**src/rtl/vga_timing_pkg.sv**
```systemverilog
// Purpose : shared 640x480@60 timing constants, coordinate type and the
//           control-bit bundle carried down the output delay line.
// Ports   : none (package).
package vga_timing_pkg;

  // Default 640x480@60 raster (25.175 MHz pixel clock).
  localparam int DEF_H_ACTIVE = 640;
  localparam int DEF_H_FP     = 16;
  localparam int DEF_H_SYNC   = 96;
  localparam int DEF_H_BP     = 48;
  localparam int DEF_V_ACTIVE = 480;
  localparam int DEF_V_FP     = 10;
  localparam int DEF_V_SYNC   = 2;
  localparam int DEF_V_BP     = 33;

  localparam int DEF_H_TOTAL  = DEF_H_ACTIVE + DEF_H_FP + DEF_H_SYNC + DEF_H_BP;  // 800
  localparam int DEF_V_TOTAL  = DEF_V_ACTIVE + DEF_V_FP + DEF_V_SYNC + DEF_V_BP;  // 525

  // Sync active level: 0 = active-low pulses.
  localparam logic DEF_SYNC_POL = 1'b0;

  // Counters and coordinates are 10-bit unsigned, so each axis total must
  // not exceed 1024.
  localparam int COORD_W = 10;
  typedef logic [COORD_W-1:0] coord_t;

  // Control bits that travel alongside the colour pipeline.
  typedef struct packed {
    logic hs;   // horizontal sync pin level
    logic vs;   // vertical sync pin level
    logic act;  // visible pixel
  } vid_ctl_t;

  // Idle (blanked, sync deasserted) value for a given sync polarity.
  function automatic vid_ctl_t ctl_idle(input logic pol);
    vid_ctl_t c;
    c.hs  = ~pol;
    c.vs  = ~pol;
    c.act = 1'b0;
    return c;
  endfunction

endpackage

```
**src/rtl/vga_timing_gen_if.sv**
```systemverilog
// Purpose : bundles the pattern-generator handshake (coordinates out, colour
//           back) and the DAC/connector pins of the VGA timing generator.
// Ports   : master = timing generator side, slave = pattern generator / sink.
interface vga_timing_gen_if;
  import vga_timing_pkg::*;

  // Colour returned by the pattern generator.
  logic   iRed;
  logic   iGreen;
  logic   iBlue;

  // Coordinates to the pattern generator.
  coord_t oVGA_X;
  coord_t oVGA_Y;

  // Connector / DAC pins.
  logic   oVGA_R;
  logic   oVGA_G;
  logic   oVGA_B;
  logic   oVGA_HS;
  logic   oVGA_VS;
  logic   oVGA_BLANK_N;
  logic   oFrame_Start;

  modport master (
    input  iRed, iGreen, iBlue,
    output oVGA_X, oVGA_Y,
    output oVGA_R, oVGA_G, oVGA_B,
    output oVGA_HS, oVGA_VS, oVGA_BLANK_N, oFrame_Start
  );

  modport slave (
    output iRed, iGreen, iBlue,
    input  oVGA_X, oVGA_Y,
    input  oVGA_R, oVGA_G, oVGA_B,
    input  oVGA_HS, oVGA_VS, oVGA_BLANK_N, oFrame_Start
  );

endinterface

```
**src/rtl/vga_axis_counter.sv**
```systemverilog
// Purpose : one raster axis: counts 0..TOTAL-1 when enabled, decodes the
//           active region and the sync pulse, flags the wrap clock.
// Latency : count is registered; active/sync/wrap are decoded from it (0 clk).
// Backpres: none, free-running whenever en_i is high.
// Ports   : clk_i, rst_i (async, active-high), en_i -> count_o, active_o,
//           sync_o (pin level, SYNC_POL when asserted), wrap_o.
module vga_axis_counter
  import vga_timing_pkg::*;
#(
  parameter int   ACTIVE   = DEF_H_ACTIVE,
  parameter int   FP       = DEF_H_FP,
  parameter int   SYNC     = DEF_H_SYNC,
  parameter int   BP       = DEF_H_BP,
  parameter logic SYNC_POL = DEF_SYNC_POL
) (
  input  logic   clk_i,
  input  logic   rst_i,
  input  logic   en_i,
  output coord_t count_o,
  output logic   active_o,
  output logic   sync_o,
  output logic   wrap_o
);

  localparam int TOTAL = ACTIVE + FP + SYNC + BP;

  // Decode boundaries are held one bit wider than the counter so that a
  // boundary equal to 1024 (a full 10-bit axis) still compares correctly.
  localparam logic [COORD_W:0] LAST_C     = (COORD_W+1)'(TOTAL - 1);
  localparam logic [COORD_W:0] ACT_END_C  = (COORD_W+1)'(ACTIVE);
  localparam logic [COORD_W:0] SYNC_BEG_C = (COORD_W+1)'(ACTIVE + FP);
  localparam logic [COORD_W:0] SYNC_END_C = (COORD_W+1)'(ACTIVE + FP + SYNC);

  coord_t           cnt_q;
  coord_t           cnt_d;
  logic [COORD_W:0] cnt_x;
  logic             at_last;
  logic             in_sync;

  assign cnt_x   = {1'b0, cnt_q};
  assign at_last = (cnt_x == LAST_C);
  assign in_sync = (cnt_x >= SYNC_BEG_C) && (cnt_x < SYNC_END_C);

  always_comb begin
    cnt_d  = cnt_q;
    wrap_o = 1'b0;
    if (en_i) begin
      if (at_last) begin
        cnt_d  = '0;
        wrap_o = 1'b1;
      end else begin
        cnt_d  = cnt_q + coord_t'(1);
      end
    end
  end

  always_ff @(posedge clk_i or posedge rst_i) begin
    if (rst_i) begin
      cnt_q <= '0;
    end else begin
      cnt_q <= cnt_d;
    end
  end

  assign count_o  = cnt_q;
  assign active_o = (cnt_x < ACT_END_C);
  assign sync_o   = in_sync ? SYNC_POL : ~SYNC_POL;

endmodule

```
**src/rtl/vga_timing_gen.sv**
```systemverilog
// Purpose : 640x480@60 VGA raster timing; drives X/Y to the pattern generator,
//           re-aligns HS/VS/BLANK_N with the returned colour, drives the pins.
// Latency : X/Y straight from the counters; colour and sync pins PIPE_DLY+1 clk
//           after the coordinate. Backpres: none, the raster is free-running.
// Ports   : iVGA_CLK, reset (async, active-high), vga (master modport:
//           iRed/iGreen/iBlue in; oVGA_X/Y, oVGA_R/G/B, HS, VS, BLANK_N,
//           oFrame_Start out).
module vga_timing_gen
  import vga_timing_pkg::*;
#(
  parameter int   H_ACTIVE = DEF_H_ACTIVE,
  parameter int   H_FP     = DEF_H_FP,
  parameter int   H_SYNC   = DEF_H_SYNC,
  parameter int   H_BP     = DEF_H_BP,
  parameter int   V_ACTIVE = DEF_V_ACTIVE,
  parameter int   V_FP     = DEF_V_FP,
  parameter int   V_SYNC   = DEF_V_SYNC,
  parameter int   V_BP     = DEF_V_BP,
  parameter logic SYNC_POL = DEF_SYNC_POL,
  parameter int   PIPE_DLY = 1
) (
  input  logic                iVGA_CLK,
  input  logic                reset,
  vga_timing_gen_if.master    vga
);

  localparam vid_ctl_t IDLE = ctl_idle(SYNC_POL);

  // ---------------------------------------------------------------------
  // Run gate: the first clock after reset release holds the counters at
  // (0,0) so that the (0,0) pixel is presented for a full clock together
  // with oFrame_Start, and the first frame after release is full-length.
  // ---------------------------------------------------------------------
  logic run_q;
  logic run_d;

  assign run_d = 1'b1;

  // ---------------------------------------------------------------------
  // Axis counters
  // ---------------------------------------------------------------------
  coord_t h_cnt;
  coord_t v_cnt;
  logic   h_act;
  logic   v_act;
  logic   h_sync;
  logic   v_sync;
  logic   h_wrap;
  logic   v_wrap;

  vga_axis_counter #(
    .ACTIVE   (H_ACTIVE),
    .FP       (H_FP),
    .SYNC     (H_SYNC),
    .BP       (H_BP),
    .SYNC_POL (SYNC_POL)
  ) u_h_cnt (
    .clk_i    (iVGA_CLK),
    .rst_i    (reset),
    .en_i     (run_q),
    .count_o  (h_cnt),
    .active_o (h_act),
    .sync_o   (h_sync),
    .wrap_o   (h_wrap)
  );

  // Vertical axis advances only on the clock where the line wraps, so its
  // wrap flag marks the last pixel of the frame.
  vga_axis_counter #(
    .ACTIVE   (V_ACTIVE),
    .FP       (V_FP),
    .SYNC     (V_SYNC),
    .BP       (V_BP),
    .SYNC_POL (SYNC_POL)
  ) u_v_cnt (
    .clk_i    (iVGA_CLK),
    .rst_i    (reset),
    .en_i     (h_wrap),
    .count_o  (v_cnt),
    .active_o (v_act),
    .sync_o   (v_sync),
    .wrap_o   (v_wrap)
  );

  // Each coordinate is clamped on its own axis so the pattern generator never
  // sees an out-of-range X or Y.
  assign vga.oVGA_X = h_act ? h_cnt : '0;
  assign vga.oVGA_Y = v_act ? v_cnt : '0;

  // ---------------------------------------------------------------------
  // Control delay line: stage 0 is the live decode, stages 1..PIPE_DLY+1 are
  // registers. The last register stage drives the pins.
  // ---------------------------------------------------------------------
  vid_ctl_t                 cur_ctl;
  vid_ctl_t [PIPE_DLY:0]    dly_q;
  vid_ctl_t [PIPE_DLY:0]    dly_d;

  always_comb begin
    cur_ctl = IDLE;
    if (run_q) begin
      cur_ctl.hs  = h_sync;
      cur_ctl.vs  = v_sync;
      cur_ctl.act = h_act & v_act;
    end
  end

  always_comb begin
    dly_d    = dly_q;
    dly_d[0] = cur_ctl;
    for (int i = 1; i <= PIPE_DLY; i++) begin
      dly_d[i] = dly_q[i-1];
    end
  end

  // ---------------------------------------------------------------------
  // Colour register. dly_d[PIPE_DLY] is the active bit of the coordinate
  // whose colour the pattern generator is returning right now, and it is
  // loaded into the last delay stage on the same edge, so RGB, BLANK_N and
  // sync all change together and blanked colour is dropped.
  // ---------------------------------------------------------------------
  logic [2:0] rgb_q;
  logic [2:0] rgb_d;

  always_comb begin
    rgb_d = 3'b000;
    if (dly_d[PIPE_DLY].act) begin
      rgb_d = {vga.iRed, vga.iGreen, vga.iBlue};
    end
  end

  // ---------------------------------------------------------------------
  // Frame start: registered so it is high exactly while the counters sit at
  // (0,0) -- on the hold clock after reset and after every frame wrap.
  // ---------------------------------------------------------------------
  logic fs_q;
  logic fs_d;

  assign fs_d = ~run_q | v_wrap;

  // ---------------------------------------------------------------------
  // State registers
  // ---------------------------------------------------------------------
  always_ff @(posedge iVGA_CLK or posedge reset) begin
    if (reset) begin
      run_q <= 1'b0;
      fs_q  <= 1'b0;
      rgb_q <= 3'b000;
      for (int i = 0; i <= PIPE_DLY; i++) begin
        dly_q[i] <= IDLE;
      end
    end else begin
      run_q <= run_d;
      fs_q  <= fs_d;
      rgb_q <= rgb_d;
      dly_q <= dly_d;
    end
  end

  // ---------------------------------------------------------------------
  // Pins
  // ---------------------------------------------------------------------
  assign vga.oVGA_R       = rgb_q[2];
  assign vga.oVGA_G       = rgb_q[1];
  assign vga.oVGA_B       = rgb_q[0];
  assign vga.oVGA_HS      = dly_q[PIPE_DLY].hs;
  assign vga.oVGA_VS      = dly_q[PIPE_DLY].vs;
  assign vga.oVGA_BLANK_N = dly_q[PIPE_DLY].act;
  assign vga.oFrame_Start = fs_q;

endmodule

```
**src/flat_wrapper.sv**
```systemverilog
// flat-port wrapper written by rule: the top's interface ports become plain ports
module vga_timing_gen_flat import vga_timing_pkg::*;
#(
  parameter int   H_ACTIVE = DEF_H_ACTIVE,
  parameter int   H_FP     = DEF_H_FP,
  parameter int   H_SYNC   = DEF_H_SYNC,
  parameter int   H_BP     = DEF_H_BP,
  parameter int   V_ACTIVE = DEF_V_ACTIVE,
  parameter int   V_FP     = DEF_V_FP,
  parameter int   V_SYNC   = DEF_V_SYNC,
  parameter int   V_BP     = DEF_V_BP,
  parameter logic SYNC_POL = DEF_SYNC_POL,
  parameter int   PIPE_DLY = 1
)
  (iVGA_CLK, reset, vga_iRed, vga_iGreen, vga_iBlue, vga_oVGA_X, vga_oVGA_Y, vga_oVGA_R, vga_oVGA_G, vga_oVGA_B, vga_oVGA_HS, vga_oVGA_VS, vga_oVGA_BLANK_N, vga_oFrame_Start);
  vga_timing_gen_if vga_i ();
  input  logic iVGA_CLK;
  input  logic reset;
  input wire logic [$bits(vga_i.iRed)-1:0] vga_iRed;
  input wire logic [$bits(vga_i.iGreen)-1:0] vga_iGreen;
  input wire logic [$bits(vga_i.iBlue)-1:0] vga_iBlue;
  output wire logic [$bits(vga_i.oVGA_X)-1:0] vga_oVGA_X;
  output wire logic [$bits(vga_i.oVGA_Y)-1:0] vga_oVGA_Y;
  output wire logic [$bits(vga_i.oVGA_R)-1:0] vga_oVGA_R;
  output wire logic [$bits(vga_i.oVGA_G)-1:0] vga_oVGA_G;
  output wire logic [$bits(vga_i.oVGA_B)-1:0] vga_oVGA_B;
  output wire logic [$bits(vga_i.oVGA_HS)-1:0] vga_oVGA_HS;
  output wire logic [$bits(vga_i.oVGA_VS)-1:0] vga_oVGA_VS;
  output wire logic [$bits(vga_i.oVGA_BLANK_N)-1:0] vga_oVGA_BLANK_N;
  output wire logic [$bits(vga_i.oFrame_Start)-1:0] vga_oFrame_Start;
  assign vga_i.iRed = vga_iRed;
  assign vga_i.iGreen = vga_iGreen;
  assign vga_i.iBlue = vga_iBlue;
  assign vga_oVGA_X = vga_i.oVGA_X;
  assign vga_oVGA_Y = vga_i.oVGA_Y;
  assign vga_oVGA_R = vga_i.oVGA_R;
  assign vga_oVGA_G = vga_i.oVGA_G;
  assign vga_oVGA_B = vga_i.oVGA_B;
  assign vga_oVGA_HS = vga_i.oVGA_HS;
  assign vga_oVGA_VS = vga_i.oVGA_VS;
  assign vga_oVGA_BLANK_N = vga_i.oVGA_BLANK_N;
  assign vga_oFrame_Start = vga_i.oFrame_Start;
  vga_timing_gen #(.H_ACTIVE(H_ACTIVE), .H_FP(H_FP), .H_SYNC(H_SYNC), .H_BP(H_BP), .V_ACTIVE(V_ACTIVE), .V_FP(V_FP), .V_SYNC(V_SYNC), .V_BP(V_BP), .SYNC_POL(SYNC_POL), .PIPE_DLY(PIPE_DLY)) u_core (.iVGA_CLK(iVGA_CLK), .reset(reset), .vga(vga_i));
endmodule
```
**config.mk**
```make
export PLATFORM = sky130hd
export DESIGN_NAME = vga_timing_gen_flat
export DESIGN_NICKNAME = d
export VERILOG_FILES = /design/src/rtl/vga_timing_pkg.sv /design/src/rtl/vga_timing_gen_if.sv /design/src/rtl/vga_axis_counter.sv /design/src/rtl/vga_timing_gen.sv /design/src/flat_wrapper.sv
export SDC_FILE = /design/constraint.sdc
export NUM_CORES = 1
export LEC_CHECK = 0
export CELL_PAD_IN_SITES_DETAIL_PLACEMENT = 1
export CELL_PAD_IN_SITES_GLOBAL_PLACEMENT = 1
export CORE_MARGIN = 5
export CORE_UTILIZATION = 35
export CTS_CLUSTER_SIZE = 24
export DETAILED_ROUTE_END_ITERATION = 12
export PLACE_DENSITY_LB_ADDON = 0.1
export SYNTH_ARGS = -nofsm -noshare
export SYNTH_HDL_FRONTEND = slang
export SYNTH_SLANG_ARGS = --single-unit
export TNS_END_PERCENT = 50
```
**constraint.sdc**
```tcl
create_clock -name iVGA_CLK -period 1.5 [get_ports iVGA_CLK]
set_clock_uncertainty 0.05 [all_clocks]
set_input_delay 0.375 -clock iVGA_CLK [delete_from_list [all_inputs] [get_ports iVGA_CLK]]
set_output_delay 0.375 -clock iVGA_CLK [all_outputs]
set_load 0.02 [all_outputs]
```
* Word level (Yosys, flattened, before mapping)
Cells that the tools add are included.
** Operators by class
- $add $sub $neg :: 2
- $lt $le $gt $ge :: 6
- Reductions and logical operators :: 2
- Bitwise logic cells :: 3
- Eq/ne operators :: 2
- Muxes and demuxes :: 12
** Operator list (count)
- $mux W10 :: 4
- $add A10 B1 Y10 const B :: 2
- $eq A10 B10 Y1 const B :: 2
- $lt A10 B10 Y1 const B :: 2
- $lt A10 B9 Y1 const B :: 2
- $ge A10 B10 Y1 const B :: 1
- $ge A10 B9 Y1 const B :: 1
- $mux W1 :: 6
- $mux W3 :: 2
- $logic_and A1 B1 Y1 :: 2
- $and A1 B1 Y1 :: 1
- $not A1 Y1 :: 1
- $or A1 B1 Y1 :: 1
** Word-level totals
- Logic and storage cells :: 38
- Register bits after elaboration :: 31

* Depth between registers and ports, before layout
Gate-level depths: netlist of the first run.
- Depth after elaboration :: 5
- Depth in mapped cells :: 6
- Gate-level depth less buffers :: 6

* Modules after synthesis
Synthesis of the first run repeated with hierarchy kept, for this count alone.
** Second synthesis, totals
- Cell total of the unflattened synthesis :: 159
- Area total of the unflattened synthesis :: 1685.4 um^2
** Modules (own cells, without submodules)
- vga_axis_counter (u_core.u_v_cnt) :: sequential area each 250.2 um^2, area an instance 618.1 um^2, times used 1, cells each 58
- vga_axis_counter (u_core.u_h_cnt) :: sequential area each 250.2 um^2, area an instance 588.1 um^2, times used 1, cells each 59
- vga_timing_gen :: sequential area each 280.3 um^2, area an instance 479.2 um^2, times used 1, cells each 42

* Worst setup path before layout of the first run
OpenSTA, ideal clock, no wires.
- Kind :: register to output
- Start point :: register u_core.u_v_cnt.cnt_q[5] (netlist: u_core.u_v_cnt.count_o[5])
- End point :: output port vga_oVGA_Y[0]
- Stages on the path, launching flop included :: 5
- Arrival :: 1.300 ns
- Setup slack :: -0.225 ns
- Path buffers :: 2
- Required time :: 1.075 ns
- Cell sequence :: dfrtp_1 buf_2 and4_1 clkbuf_1 nor3_1
** Between the ends
- Word-level cells in the longest chain between the ends :: 2
** RTL lines
- start: declaration :: RTL line vga_axis_counter.sv:34 : coord_t cnt_q;
- start signal: assignment :: RTL line vga_axis_counter.sv:61 : cnt_q <= cnt_d;
- $lt A10 B9 Y1 :: RTL line vga_axis_counter.sv:66 : assign active_o = (cnt_x < ACT_END_C);
- $mux W10 :: RTL line vga_timing_gen.sv:88 : assign vga.oVGA_Y = v_act ? v_cnt : '0;
- end: declaration :: RTL line flat_wrapper.sv:23 : output wire logic [$bits(vga_i.oVGA_Y)-1:0] vga_oVGA_Y;
Every way passes these cells.

* Worst setup path after layout of the first run
- Start point :: register u_core.u_v_cnt.cnt_q[7] (netlist: u_core.u_v_cnt.count_o[7])
- End point :: output port vga_oVGA_Y[5]
Same word-level chain as after synthesis.

==> results of run 1 <==
## power by group
part	internal [mW]	switching [mW]	total [mW]
clock network	0.538	0.336	0.873
registers	0.936	0.0816	1.02
logic	0.632	0.540	1.17
total	2.11	0.958	3.06
## registers in the layout, summed over array words and instances, names as in the netlist
signal                   flops
u_core.vga.oVGA_BLANK_N      1
u_core.vga.oVGA_HS           1
u_core.dly_d                 3
u_core.u_v_cnt.count_o      10
u_core.vga.oFrame_Start      1
u_core.run_q                 1
u_core.rgb_q                 3
u_core.vga.oVGA_VS           1
u_core.u_h_cnt.count_o      10
## synthesized netlist by cell type (all sizes together)
cell type,number,area [um^2]
clkbuf,5,18.8
o22ai,3,18.8
nand4b,1,8.76
buf,4,35.0
dfrtp,27,676
and4,1,8.76
nor3b,2,15.0
inv,10,37.5
xnor2,7,61.3
nor3,8,40.0
o21ai,9,45.0
ha,5,62.6
and2,12,75.1
nand3,10,60.1
conb,2,7.51
o2111ai,1,8.76
mux2,1,11.3
or3,1,6.26
mux2i,2,20.0
nor2,7,26.3
nor4b,1,8.76
nand2,8,30.0
and3b,1,10.0
and3,12,75.1
nand4,10,68.8
xor2,2,17.5
nor2b,2,12.5
a31oi,2,12.5
dfstp,4,105
and4b,1,10.0
a21oi,4,20.0
and4bb,1,12.5
## area by class of cell
type / count / area (um^2) / area share
flip-flops and latches: 31 / 782 / 0.283
clock buffers: 6 / 82.6 / 0.0299
inverters: 10 / 37.5 / 0.0136
clock inverters: 2 / 35.0 / 0.0127
multi-input cells: 116 / 907 / 0.328
well taps: 52 / 65.1 / 0.0236
repair buffers: 94 / 853 / 0.309
## metrics by stage
| stage | cell area (um^2) | TNS, ps |
|---|---|---|
| global route | 2760 | -7790 |
| global placement | 2310 | -6840 |
| floorplan | 1680 | -304 |
| detailed placement | 2310 | -7860 |
| CTS | 2570 | -5110 |
| finish | 2760 | -5470 |
## worst min-delay path by stage
| stage | startpoint | end | slack (ps) | cells past startpoint |
|---|---|---|---|---|
| 2_1_floorplan | u_core.dly_d[5] | u_core.vga.oVGA_HS | 300 | 0 |
| 3_5_place_dp | u_core.dly_d[4] | u_core.vga.oVGA_VS | 300 | 0 |
| 5_1_grt | u_core.dly_d[4] | u_core.vga.oVGA_VS | 310 | 0 |
| 6_report | u_core.dly_d[4] | u_core.vga.oVGA_VS | 300 | 0 |
| 3_3_place_gp | u_core.dly_d[4] | u_core.vga.oVGA_VS | 300 | 0 |
| 4_1_cts | u_core.dly_d[4] | u_core.vga.oVGA_VS | 310 | 0 |
## cells in the final DEF, fill, tap and decap left out, types with 4 or more instances in the layout
master           instances
and2_1                   5
and2_4                   7
and3_1                  11
buf_4                   49
buf_6                   33
clkbuf_8                 6
clkdlybuf4s50_1          4
dfrtp_1                 26
dfstp_2                  4
dlygate4sd2_1            5
ha_1                     4
inv_1                    8
nand2_1                  8
nand3_1                  7
nand4_1                  9
nor2_1                   5
nor3_4                   4
o21ai_1                  9
xnor2_1                  6
## logic make-up (layout without fill, tap and decap cells)
family                   count (synthesis)  in the layout  synth area share
XOR/XNOR                                 9              9            0.0485
AO/OA/AOI/OAI                           19             19            0.0647
flip-flops                              31             31             0.480
adder cells (fa/ha/maj)                  5              5            0.0385
other                                    2              2           0.00462
buffers and inverters                   19            112            0.0562
multiplexers                             3              3            0.0192
AND/OR/NAND/NOR                         78             78             0.288
## routing by layer
metal  global-route usage  part of all wire  vias to the layer above
li1                     -                 -                      763
met1                0.226              0.41                      782
met2                0.304              0.53                       40
met3               0.0446             0.042                        9
met4               0.0577             0.019                        0
met5                    0                 0                        -
## what timing repair did
| item | 4_1_cts | 5_1_grt |
|---|---|---|
| endpoints found under the hold margin | 0 | 0 |
| pin swaps | 14 | 20 |
| buffers inserted | 10 | 11 |
| endpoints found under the setup margin | 42 | 39 |
| resized for setup | 142 | 37 |
==> summary.txt, run 1 <==
grt ovf - 0
Horiz. Die Dim - 78.1 um
CP bufs+invs - 2
RSZ-0062 raised after global routing - true
Yosys warnings - 0
fin crit period - 1870 ps
worst hold slack - 303 ps
synthesized instance count - 166
routed wire length per instance - 17.8 um
R2R Path End - u_core.u_v_cnt.count_o[6]
Die Area - 6110 um^2
Initial DRC Count - 69
maximum clock path buffer count - 2
Cells after DPL - 282
Mapped Area - 1630 um^2
CP endpoint - vga_oVGA_Y[5]
crit path from - u_core.u_v_cnt.count_o[7]
Max-cap violations - 0
gp weighted congestion - 0.849
Seq cells post-synth - 31
Clock transition at path regs - 70 ps
Mapped Nets - 176
Initial Util - 0.366
vias in the first global route - 1,728
R2R depth - 5
# setup viols final - 35
die height - 78.1 um
Clock Latency Late Sink - 290 ps
Synth cell types - 37
Peak supply drop - 0.791 mV
synth-to-layout area growth - 70.0%
Syn Area/Cell - 9.79 um^2
H-tree depth - 2
total power - 3.06 mW
Layout Utilization - 0.622
CTS Hold Bufs - 0
Crit path largest cell delay - 380 ps
Core Area - 4440 um^2
Post-Layout Cell Count - 311
Final Cycle Share - 1.24
vias per inst - 5.13
HPWL Detailed - 3.35 mm
fill cell count - 479
Most common cell on crit path - buf_6
Buffers on Ports - 30
Final Hold Fails - 0
I/O pins - 32
Residual DRC - 0
PD cells - 1110 nW/um^2
share of cells above drive strength 1 - 0.514
Setup CP Type - reg -> out
final WL - 5.55 mm
Max Freq - 536 MHz
crit path cell chain - buf_6 -> nand4_1 -> and3_1 -> buf_6
setup slack, reg-to-reg - -230 ps
Clock Sinks - 31
Total GRT Usage - 0.180
Slowest-stage cell, CP - dfrtp_1
Final WS setup - -366 ps
Leak - 1.33 nW
pre-CTS WS - -447 ps
Levels on crit path - 4
Worst Setup Start Kind - register
final max-slew violation count - 0
number of diodes - 0
Critical R2R Launch - u_core.u_h_cnt.count_o[1]
first-pass GRT wire length - 8.65 mm
post-route ant nets - 0
largest net degree at the start of global routing - 32
initial antenna violation count - 0
failing checks - negative setup slack
first-pass detailed-route iteration total - 4
Required @ worst endpoint - 1070 ps
CTS tree - yes
number of CTS-inserted buffers - 5
vias - 1,594
worst min path class - reg -> reg
Seq/Total Area, Yosys - 0.480
row count - 24
crit-path max FO - 5
status - complete, but fails checks
Final Net Count - 268
CP delay by family, top - simple AND/OR/NAND/NOR gates
CTS root buf - clkbuf_8
CP endpoint kind - output pin
critical path arrival - 1440 ps
Power figures use the tool's default switching activity.
==> run 2: changes to the inputs <==
--- a/config.mk
+++ b/config.mk
@@ -8,11 +8,12 @@
 export CELL_PAD_IN_SITES_DETAIL_PLACEMENT = 1
 export CELL_PAD_IN_SITES_GLOBAL_PLACEMENT = 1
 export CORE_MARGIN = 5
-export CORE_UTILIZATION = 35
+export CORE_UTILIZATION = 36
 export CTS_CLUSTER_SIZE = 24
 export DETAILED_ROUTE_END_ITERATION = 12
 export PLACE_DENSITY_LB_ADDON = 0.1
 export SYNTH_ARGS = -nofsm -noshare
 export SYNTH_HDL_FRONTEND = slang
+export SYNTH_HIERARCHICAL = 1
 export SYNTH_SLANG_ARGS = --single-unit
 export TNS_END_PERCENT = 50
==> summary.txt, run 2 <==
row count - 24 (unchanged)
first-pass GRT wire length - 8.56 mm (-1.1%)
Final WS setup - -491 ps (-125 ps)
Syn Area/Cell - 10.6 um^2 (+8.3%)
number of diodes - 0 (unchanged)
dominant synthesized flop cell - dfrtp_1
vias per inst - 5.19 (+1.3%)
first-pass detailed-route iteration total - 4 (unchanged)
Final Cycle Share - 1.33 (+0.0832)
setup slack, reg-to-reg - -460 ps (-230 ps)
Yosys warnings - 6 (+6)
initial antenna violation count - 0 (unchanged)
Max Freq - 502 MHz (-6.3%)
failing checks - negative setup slack
hold_sp - u_core/dly_d[5]
most common cell after layout, fill and taps aside - buf_4
Mapped Nets - 169 (-4.0%)
xor/xnor share of the synthesized area - 0.0520 (+0.00347)
synth-to-layout area growth - 54.3%
Final Hold Fails - 0 (unchanged)
final max-slew violation count - 0 (unchanged)
Max-cap violations - 0 (unchanged)
critical path arrival - 1570 ps (+130 ps)
Residual DRC - 0 (unchanged)
Critical R2R Launch - u_core/u_h_cnt/count_o[7]
largest net degree at the start of global routing - 12 (-63%)
Initial DRC Count - 42 (-39%)
HPWL Detailed - 3.51 mm (+4.6%)
Peak supply drop - 0.792 mV (about the same)
Clock Sinks - 31 (unchanged)
Seq cells post-synth - 31 (unchanged)
setup TNS - -11,920 ps (-6450 ps)
Required @ worst endpoint - 1070 ps (about the same)
Int Power - 1.99 mW (-5.6%)
CTS tree - yes
die height - 78.4 um (+0.35%)
clock network fraction of total power - 0.292 (+0.007)
CTS root buf - clkbuf_8
Die Area - 6150 um^2 (+0.71%)
vias - 1,532 (-3.9%)
total power - 2.94 mW (-4.1%)
gp weighted congestion - 0.806 (-5.1%)
number of CTS-inserted buffers - 5 (unchanged)
final WL - 4.95 mm (-11%)
Core Area - 4440 um^2 (unchanged)
post-synthesis mux area share - 0.0119 (-0.00737)
vias in the first global route - 1,730 (+0.12%)
most common cell in the netlist - dfrtp_1
switching part of the total - 0.323 (+0.0108)
maximum clock path buffer count - 2 (unchanged)
Setup CP Type - reg -> out
Clock Latency Late Sink - 290 ps (about the same)
Net Switching - 0.950 mW (-0.81%)
ranking of synthesized cells by area - dfrtp_1 40%, and2_1 8.9%, dfstp_2 6.2%
Gate power share - 0.358 (-0.025)
Buffers on Ports - 31 (+3.3%)
CP endpoint kind - output pin
H-tree depth - 2 (unchanged)
share of cells above drive strength 1 - 0.494 (-0.0197)
I/O pins - 32 (unchanged)
asr flop ratio synth - 1.00 (unchanged)
sequential share of power - 0.350 (+0.018)
number of enable flip-flop cells after synthesis - 0 (unchanged)
Total GRT Usage - 0.178 (-0.00156)
post-synthesis compound-gate area fraction - 0.0787 (+0.0140)
worst hold slack - 306 ps (+3.12 ps)
largest family of logic cells by synthesized area - simple AND/OR/NAND/NOR gates
pre-CTS WS - -669 ps (-221 ps)
cell accounting for the most synthesized area - dfrtp_1
R2R Path End - u_core/u_v_cnt/count_o[9]
grt ovf - 0 (unchanged)
post-route ant nets - 0 (unchanged)
worst min path class - reg -> reg
Post-Synth Simple-Gate Area - 0.296 (+0.00830)
# setup viols final - 37 (+5.7%)
fin crit period - 1990 ps (+125 ps)
Clock transition at path regs - 60 ps (about the same)
routed wire length per instance - 16.8 um (-5.9%)
post-synthesis adder-cell area fraction - 0.0371 (-0.00137)
RSZ-0062 raised after global routing - true
R2R depth - 6 (+1)
Leak - 1.21 nW (-9.1%)
commonest cells in the synthesized netlist - 27 x dfrtp_1, 24 x and2_1, 10 x inv_1, 9 x nand2_1
most frequent cells in the layout - 60 x buf_4, 27 x dfrtp_1, 15 x and2_1
PD cells - 1130 nW/um^2 (+1.8%)
Worst Setup Start Kind - register
status - complete, but fails checks
Synth cell types - 46 (+24%)
Seq/Total Area, Yosys - 0.463 (-0.0171)
Hold Path End - u_core/vga.oVGA_HS
hold path depth - 0 (unchanged)
Horiz. Die Dim - 78.4 um (+0.35%)
Final Net Count - 252 (-6.0%)
Initial Util - 0.379 (+0.0135)
synthesized instance count - 159 (-4.2%)
Synth top area share - 0.401 (-0.0148)
crit-path max FO - 5 (unchanged)
Mapped Area - 1690 um^2 (+3.7%)
-- run 2: timing repair --
action | in CTS | in global routing
gates cloned | 1 | 0
endpoints found under the hold margin | 0 | 0
hold buffers | 0 | 0
setup buffers | 6 | 3
resized for setup | 118 | 24
pin swaps | 16 | 7
endpoints found under the setup margin | 43 | 40
-- run 2: worst max-delay path: stages (launching register included) --
cell and delay, ps:
dfrtp_1 380, and3_4 190, and2_4 180, nor2_4 170, buf_6 130, and2_4 130
buf_6 110
-- run 2: metrics by stage --
step	utilization	area (um^2)	std cells
after CTS	0.586	2600	292
after global placement	0.531	2360	277
after floorplan	-	1740	159
after global routing	0.585	2600	295
after detailed placement	0.531	2360	277
final	0.585	2600	295
-- run 2: area by class of cell --
cell class / instances / area (um^2)
flip-flops and latches: 31 / 781
well taps: 52 / 65.1
multi-input cells: 111 / 915
clock inverters: 2 / 35.0
fillers: 497 / 1840
clock buffers: 6 / 82.6
inverters: 10 / 37.5
repair buffers: 83 / 686
-- run 2: routing by layer --
metal / share of wire / wire length [um] / track usage
met5: 0 / 0 / 0
met2: 0.52 / 2590 / 0.328
met4: 0.014 / 69 / 0.0577
met3: 0.046 / 229 / 0.0458
met1: 0.42 / 2070 / 0.201
-- run 2: worst max-delay path by stage --
stage	from	end	cells after the start
2_1_floorplan	u_core/u_h_cnt/count_o[6]	u_core/u_v_cnt/count_o[9]	7
3_3_place_gp	u_core/u_v_cnt/count_o[7]	vga_oVGA_Y[1]	5
3_5_place_dp	u_core/u_v_cnt/count_o[6]	vga_oVGA_Y[1]	5
4_1_cts	u_core/u_v_cnt/count_o[7]	vga_oVGA_Y[1]	6
5_1_grt	u_core/u_h_cnt/count_o[7]	u_core/u_v_cnt/count_o[9]	7
6_report	u_core/u_v_cnt/count_o[7]	vga_oVGA_Y[1]	6
-- run 2: power groups by stage --
stage	Clock, mW	Combinational (mW)	Sequential (mW)
after floorplan	0	0.471	1.07
after global placement	0	1.03	1.03
after detailed placement	0	1.06	1.04
after CTS	0.878	1.05	1.03
after global routing	0.927	1.15	1.05
final	0.858	1.05	1.03
-- run 2: cell families (layout without fill, tap and decap cells) --
group / count (synthesis) / count (layout)
compound gates: 17 / 17
xor+xnor: 10 / 10
fa+ha+maj: 5 / 5
buf+inv: 18 / 101
flops: 31 / 31
mux: 2 / 2
other cells: 1 / 1
simple gates: 75 / 76
==> run 3: changes to the inputs <==
--- a/config.mk
+++ b/config.mk
@@ -11,7 +11,7 @@
 export CORE_UTILIZATION = 36
 export CTS_CLUSTER_SIZE = 24
 export DETAILED_ROUTE_END_ITERATION = 12
-export PLACE_DENSITY_LB_ADDON = 0.1
+export PLACE_DENSITY = 0.77
 export SYNTH_ARGS = -nofsm -noshare
 export SYNTH_HDL_FRONTEND = slang
 export SYNTH_HIERARCHICAL = 1
==> summary.txt, run 3 (synthesis gave the netlist of run 2 again) <==
Max Freq - 505 MHz (+0.56%)
first-pass GRT wire length - 9.07 mm (+6.0%)
Core Area - 4440 um^2 (unchanged)
Peak supply drop - 0.933 mV (+18%)
Max-cap violations - 0 (unchanged)
Horiz. Die Dim - 78.4 um (unchanged)
CP endpoint kind - register
number of diodes - 0 (unchanged)
Gate power share - 0.375 (+0.017)
largest net degree at the start of global routing - 12 (unchanged)
post-route ant nets - 0 (unchanged)
synth-to-layout area growth - 55.1%
Worst Setup Start Kind - register
fin crit period - 1980 ps (-11.0 ps)
die height - 78.4 um (unchanged)
Int Power - 1.86 mW (-6.4%)
vias - 1,637 (+6.9%)
CTS Hold Bufs - 0 (unchanged)
I/O pins - 32 (unchanged)
gp weighted congestion - 0.876 (+8.6%)
CTS root buf - clkbuf_8
Residual DRC - 0 (unchanged)
maximum clock path buffer count - 2 (unchanged)
PD cells - 1090 nW/um^2 (-3.3%)
most frequent cells in the layout - 46 x buf_4, 27 x dfrtp_1, 22 x buf_6
Final Cycle Share - 1.32 (-0.00735)
H-tree depth - 2 (unchanged)
vias in the first global route - 1,689 (-2.4%)
HPWL Detailed - 3.75 mm (+6.9%)
CTS tree - yes
final max-slew violation count - 0 (unchanged)
failing checks - negative setup slack
Required @ worst endpoint - 1600 ps (+530 ps)
sequential share of power - 0.361 (+0.011)
row count - 24 (unchanged)
worst min path class - reg -> reg
# setup viols final - 37 (unchanged)
most common cell after layout, fill and taps aside - buf_4
worst slew pin tran - 557 ps
share of cells above drive strength 1 - 0.502 (+0.00826)
routed wire length per instance - 21.4 um (+27%)
grt ovf - 0 (unchanged)
number of CTS-inserted buffers - 5 (unchanged)
switching part of the total - 0.348 (+0.0250)
Final Hold Fails - 0 (unchanged)
Clock Latency Late Sink - 290 ps (about the same)
Setup CP Type - reg -> reg
status - complete, but fails checks
Die Area - 6150 um^2 (unchanged)
Final Net Count - 248 (-1.6%)
first-pass detailed-route iteration total - 5 (+1)
Total GRT Usage - 0.191 (+0.0131)
Net Switching - 0.994 mW (+4.7%)
final WL - 6.21 mm (+25%)
Final WS setup - -480 ps (+11.0 ps)
Rel. slew slack - 0.628
setup TNS - -11,720 ps (+199 ps)
Buffers on Ports - 31 (unchanged)
Initial DRC Count - 103 (+150%)
clock network fraction of total power - 0.265 (-0.027)
vias per inst - 5.63 (+8.3%)
Clock transition at path regs - 70 ps (about the same)
Initial Util - 0.379 (unchanged)
Leak - 1.21 nW (+0.41%)
total power - 2.85 mW (-2.9%)
critical path arrival - 2080 ps (+510 ps)
crit-path max FO - 5 (unchanged)
RSZ-0062 raised after global routing - true
initial antenna violation count - 0 (unchanged)
Clock Sinks - 31 (unchanged)
worst hold slack - 308 ps (+1.49 ps)
## run 3: cell count changes in the layout (fill, tap and decap cells not counted), moves of 3 or more
cell | previous run | this run
buf_6 | 12 | 22
and2_4 | 9 | 12
and2_1 | 15 | 12
buf_4 | 60 | 46
## run 3: power groups by stage
stage	Clock (mW)	Combinational (mW)	Sequential (mW)
finish	0.756	1.07	1.03
global route	0.807	1.15	1.04
CTS	0.740	1.05	1.02
detailed placement	0	1.00	1.03
global placement	0	0.947	1.02
floorplan	0	0.471	1.07
## run 3: worst max-delay path, stage by stage, from the launching register on
cell and delay [ps]:
dfrtp_1 390, buf_4 140, buf_4 150, or4b_4 580
o311ai_2 360, o21ai_1 160
## run 3: cell type report
type,instances,area [um^2]
fill,474,1830
multi-input combinational,111,937
inverter,10,37.5
timing repair buffer,79,693
sequential,31,781
clock buffer,8,100
tap,52,65.1
## run 3: timing repair
action,in CTS,in global routing
pin swaps,14,9
gates cloned,1,0
resized for setup,146,11
setup buffers,5,4
setup endpoints to repair,43,38
## run 3: per-layer routing
| layer | share of wire | GRT usage | vias to the layer above |
|---|---|---|---|
| li1 | - | - | 710 |
| met1 | 0.41 | 0.238 | 845 |
| met2 | 0.52 | 0.342 | 71 |
| met3 | 0.051 | 0.0309 | 11 |
| met4 | 0.021 | 0.0577 | 0 |
| met5 | 0 | 0 | - |
## run 3: worst paths after layout
check | start | to | slack, ps | depth (start not counted)
min reg2reg | u_core/dly_d[4] | u_core/vga.oVGA_VS | 310 | 0
max in group asynchronous | reset | u_core/u_h_cnt/count_o[8] | 580 | 2
max reg2reg | u_core/u_v_cnt/count_o[6] | u_core/u_v_cnt/count_o[0] | -480 | 5
min in group asynchronous | reset | u_core/dly_d[3] | 390 | 2
max | u_core/u_v_cnt/count_o[6] | u_core/u_v_cnt/count_o[0] | -480 | 5
min | u_core/dly_d[4] | u_core/vga.oVGA_VS | 310 | 0
## run 3: through the flow
step	cell area, um^2	worst slack (ps)	cells	util
3_3_place_gp	2330	-563	273	0.524
6_report	2610	-480	291	0.588
3_5_place_dp	2330	-624	273	0.524
2_1_floorplan	1740	-414	159	-
4_1_cts	2540	-459	287	0.572
5_1_grt	2610	-522	291	0.588
